===== src/rtl/drap_dmem_arbiter.sv =====
// drap_dmem_arbiter: shares one DRAP data-memory port between two requesters, one access per 3 cycles.
// Round-robin by default; defining DRAP_ARB_FIXED_PRIO_EN makes port 0 always win a tie.
module drap_dmem_arbiter #(
    parameter int ADDR_W = 4,
    parameter int DATA_W = 32
) (
    input  logic              clk,
    input  logic              reset,
    input  logic              p0_req,
    input  logic              p0_we,
    input  logic [ADDR_W-1:0] p0_addr,
    input  logic [DATA_W-1:0] p0_wdata,
    output logic              p0_ack,
    output logic [DATA_W-1:0] p0_rdata,
    input  logic              p1_req,
    input  logic              p1_we,
    input  logic [ADDR_W-1:0] p1_addr,
    input  logic [DATA_W-1:0] p1_wdata,
    output logic              p1_ack,
    output logic [DATA_W-1:0] p1_rdata,
    output logic [ADDR_W-1:0] mem_addr,
    output logic [DATA_W-1:0] mem_wdata,
    output logic              mem_write,
    output logic              mem_read,
    input  logic [DATA_W-1:0] mem_rdata,
    output logic              busy
);
    typedef enum logic [1:0] {IDLE, ACCESS, DONE} state_t;
    state_t state;
    logic   grant, last_grant, pick1, win_we;

`ifdef DRAP_ARB_FIXED_PRIO_EN
    assign pick1 = p1_req & ~p0_req;
`else
    assign pick1 = p1_req & (~p0_req | ~last_grant);
`endif
    assign win_we   = pick1 ? p1_we : p0_we;
    assign busy     = state != IDLE;
    assign p0_rdata = mem_rdata;
    assign p1_rdata = mem_rdata;

    always_ff @(posedge clk) begin
        if (reset) begin
            state      <= IDLE;
            mem_read   <= 1'b0;
            mem_write  <= 1'b0;
            mem_addr   <= '0;
            mem_wdata  <= '0;
            p0_ack     <= 1'b0;
            p1_ack     <= 1'b0;
            grant      <= 1'b0;
            last_grant <= 1'b1;
        end else begin
            case (state)
                IDLE: if (p0_req | p1_req) begin
                    grant     <= pick1;
                    mem_addr  <= pick1 ? p1_addr : p0_addr;
                    mem_wdata <= pick1 ? p1_wdata : p0_wdata;
                    mem_write <= win_we;
                    mem_read  <= ~win_we;
                    state     <= ACCESS;
                end
                // memory performs the operation on the edge leaving ACCESS
                ACCESS: begin
                    mem_read  <= 1'b0;
                    mem_write <= 1'b0;
                    p0_ack    <= ~grant;
                    p1_ack    <= grant;
                    state     <= DONE;
                end
                DONE: begin
                    p0_ack     <= 1'b0;
                    p1_ack     <= 1'b0;
                    last_grant <= grant;
                    state      <= IDLE;
                end
                default: state <= IDLE;
            endcase
        end
    end
endmodule

===== config.mk =====
export PLATFORM = sky130hd
export DESIGN_NAME = drap_dmem_arbiter
export DESIGN_NICKNAME = d
export VERILOG_FILES = /design/src/rtl/drap_dmem_arbiter.sv
export SDC_FILE = /design/constraint.sdc
export NUM_CORES = 1
export LEC_CHECK = 0
export BUFFER_PORTS_ARGS = -buffer_cell sky130_fd_sc_hd__buf_2
export CAP_MARGIN = 40
export CORE_AREA = 8 8 94 96
export DETAILED_ROUTE_END_ITERATION = 10
export DIE_AREA = 0 0 102 104
export PLACE_DENSITY = 0.86
export SYNTH_ARGS = -nofsm -noshare
export SYNTH_HDL_FRONTEND = slang
export SYNTH_SLANG_ARGS = --single-unit

===== constraint.sdc =====
create_clock -name clk -period 1.3 [get_ports clk]
set_input_delay 0.13 -clock clk [delete_from_list [all_inputs] [get_ports clk]]
set_output_delay 0.13 -clock clk [all_outputs]
set_load 0.03 [all_outputs]

==> impl_metrics.py <==
metrics = {
    "power_and_ir_drop": {
        "switching_share": 0.3512,
        "p_leak_nw": 1.446,
        "ir_drop_mv": 0.6567,
        "switchingPower_mw": 1.512,
        "clkPwrFrac": 0.242,
        "combPwrFrac": 0.376,
        "pwr-share-seq": 0.382,
        "p_int_mw": 2.793,
        "p_per_area_nw_per_um2": 1384,
    },
    "setup_path": {
        "path_max_fanout": 11,
        "critPathLaunchType": "flip-flop",
        "crit_family": "flip-flops",
        "crit_required_ns": 1.47,
        "endpoint_kind": "flip-flop",
        "worstPathArrival_ns": 1.46,
        "crit_path_max_incr_delay_ns": 0.34,
        "crit_path_cell_trace": "a21boi_4 > buf_12 > buf_12 > mux2i_2 > a211oi_2",
        "crit_top_cell": "buf_12",
        "worst-path-buf-inv": 2,
        "cpMaxStageDelayCell": "dfxtp_2",
        "crit_type": "flip-flop to flip-flop",
    },
    "clock_network": {
        "htree_levels": 2,
        "cts-root-buf": "clkbuf_8",
        "clk_pin_slew_worst_paths_ns": 0.09,
        "cts_buffers": 5,
        "clkLatencyLatePin_ns": 0.29,
        "cts_tree": "built",
        "cts.sinks": 44,
        "clk_path_buf_depth": 2,
    },
    "floorplan": {
        "die_y_um": 104,
        "io-pin-count": 215,
        "start_util": 0.3359,
        "die_width_um": 102,
        "core_area_sq_um": 7447,
        "die-area_sq_um": 10610,
        "rows": 32,
    },
    "run": {
        "max_cap_violations": 0,
    },
    "route": {
        "routed_wl_mm": 7.277,
        "ant_nets": 0,
        "via_per_inst": 4.723,
        "drtPass1Iterations": 4,
        "wl_per_cell_um": 16.81,
        "drtIter0Drc": 56,
        "drc": 0,
        "num_vias": 2045,
    },
    "placement": {
        "place_hpwl_mm": 5.343,
        "io_buffers": 118,
        "post-place-ws_ns": -0.01682,
        "numPlacedInstances": 416,
        "dpl_cell_area_sq_um": 2741,
        "gp_congestion": 0.7512,
    },
    "timing": {
        "postLayoutSetupSlackWorst_ns": 0.008450,
        "drv_slew": 0,
        "rsz0062_at_grt": "yes",
        "max_slew_margin": 0.7690,
        "timing.fmax_mhz": 774.3,
        "min_period_over_period": 0.9935,
        "final_hold_viol_count": 0,
        "fin_crit_ns": 1.292,
        "setup_viol": 0,
        "fin_tns_setup_ns": 0,
        "fin_skew_ns": 0.009190,
        "worstMarginPinSlew_ns": 0.3461,
    },
    "global_route": {
        "grt_usage": 0.1278,
        "grt_pass1_vias": 2227,
        "antenna_found_initial": 0,
        "grt_max_degree": 28,
        "grt_pass1_wl_mm": 10.93,
        "grt_overflow": 0,
    },
    "logic_synthesis": {
        "yosysSeqAreaShare": 0.3522,
        "synthTopCellsByCount": "buf_4, dfxtp_1, mux2i_1, nor2_1, o21ai_0",
        "async_flop_share": 0,
        "postSynthNetCount": 380,
        "synth_top_area_frac": 0.3522,
        "synth_ff_type": "dfxtp_1",
        "netlist_instances": 266,
        "syn_avg_cell_area_sq_um": 9.403,
        "synthTopCellsByArea": "dfxtp_1, buf_4, mux2i_1, o21ai_0, a21oi_1",
        "synth-seq-cells": 44,
        "yosysTopAreaCell": "dfxtp_1",
        "synth_edf_count": 0,
        "synth.most_common_cell": "buf_4",
        "synth_area_sq_um": 2501,
        "ys_warn_count": 0,
        "ys_types": 27,
    },
    "cells_and_area": {
        "filler_cell_count": 739,
        "n_antenna_cell": 0,
        "post-route-util": 0.4177,
        "layout.cells.non_filler": 433,
        "area_delta_synth_final_pct": 24.36,
        "nets": 444,
        "final_area_sq_um": 3110,
        "drive_gt1_frac": 0.5136,
    },
    "run_status": {
        "status": "finished clean",
    },
    "worst_hold_path": {
        "min_path_type": "primary input to flip-flop",
    },
}
worst reg2reg max path: stages, from the launching register on:
cell and delay, ns:
dfxtp_2 0.34, a21boi_4 0.20, buf_12 0.14, buf_12 0.14
mux2i_2 0.26, a211oi_2 0.09
flip-flops by register name (all words and copies together) (netlist names):
register,flops
mem_write,1
last_grant,1
p0_ack,1
p1_ack,1
mem_wdata,32
state,2
mem_read,1
mem_addr,4
grant,1
layout by cell type (no fill, tap or decap), types with 2 or more instances in the layout:
cell       count
buf_2        117
buf_4          8
clkbuf_16      2
a211oi_1       8
o21ai_0       19
a21oi_1       21
dfxtp_1       41
nor2_1        22
a211oi_2       8
buf_12         6
nand2_1        2
mux2i_1       35
ha_1           3
dfxtp_2        3
o21ai_1        3
mux2i_4        3
clkbuf_8       5
buf_6          3
inv_4          2
mux2i_2        3
final cells by class:
cell class	instances	area, sq um	share of cell area
clock inverters	2	35.03	0.01126
repair buffers	137	877.1	0.2820
flip-flops and latches	44	884.6	0.2844
clock buffers	6	72.57	0.02333
well taps	102	127.6	0.04103
multi-input cells	138	1094	0.3516
inverters	4	20.02	0.006436
what timing repair did:
action                                  4_1_cts  5_1_grt
gates cloned                                  1        2
gates resized for setup                       5       27
endpoints found under the setup margin       12       29
hold buffers                                  0        0
pin swaps                                     0        4
setup buffers                                 0        6
power by group through the flow:
stage               clock (mW)  sequential (mW)  combinational, mW
floorplan                    0             2.02              0.949
global placement             0             1.66               1.36
detailed placement           0             1.67               1.40
CTS                       1.09             1.64               1.48
global route              1.14             1.67               1.73
finish                    1.04             1.64               1.62
layer usage:
metal / part of all wire / GRT usage / wire, um
met1: 0.37 / 0.1219 / 2685
met2: 0.49 / 0.2178 / 3558
met3: 0.11 / 0.06225 / 767
met4: 0.037 / 0.06925 / 266
met5: 0 / 0 / 0
path summary, 6_finish.rpt:
| check | startpoint | to | slack, ns | cells past startpoint |
|---|---|---|---|---|
| worst min-delay path | p0_addr[1] | mem_addr[1] | 0.12 | 3 |
| worst max-delay path | last_grant | mem_wdata[18] | 0.008 | 5 |
| worst min register to register | p1_ack | p1_ack | 0.47 | 2 |
| worst max register to register | last_grant | mem_wdata[18] | 0.008 | 5 |
cells by family (layout without fill, tap and decap cells):
kind of cell    count (synthesis)  after routing  share of synthesized area
flops                          44             44                     0.3522
compound gates                 65             65                     0.1681
mux                            41             41                     0.1641
fa+ha+maj                       4              4                    0.02001
simple gates                   28             28                    0.04803
buf+inv                        84            149                     0.2476
through the flow:
| step | total power, mW | hold WS (ns) |
|---|---|---|
| finish | 4.305 | 0.1224 |
| global route | 4.537 | 0.1143 |
| CTS | 4.211 | 0.1104 |
| detailed placement | 3.067 | 0.2603 |
| global placement | 3.020 | 0.2603 |
| floorplan | 2.969 | 0.2028 |
Power figures use the tool's default switching activity.
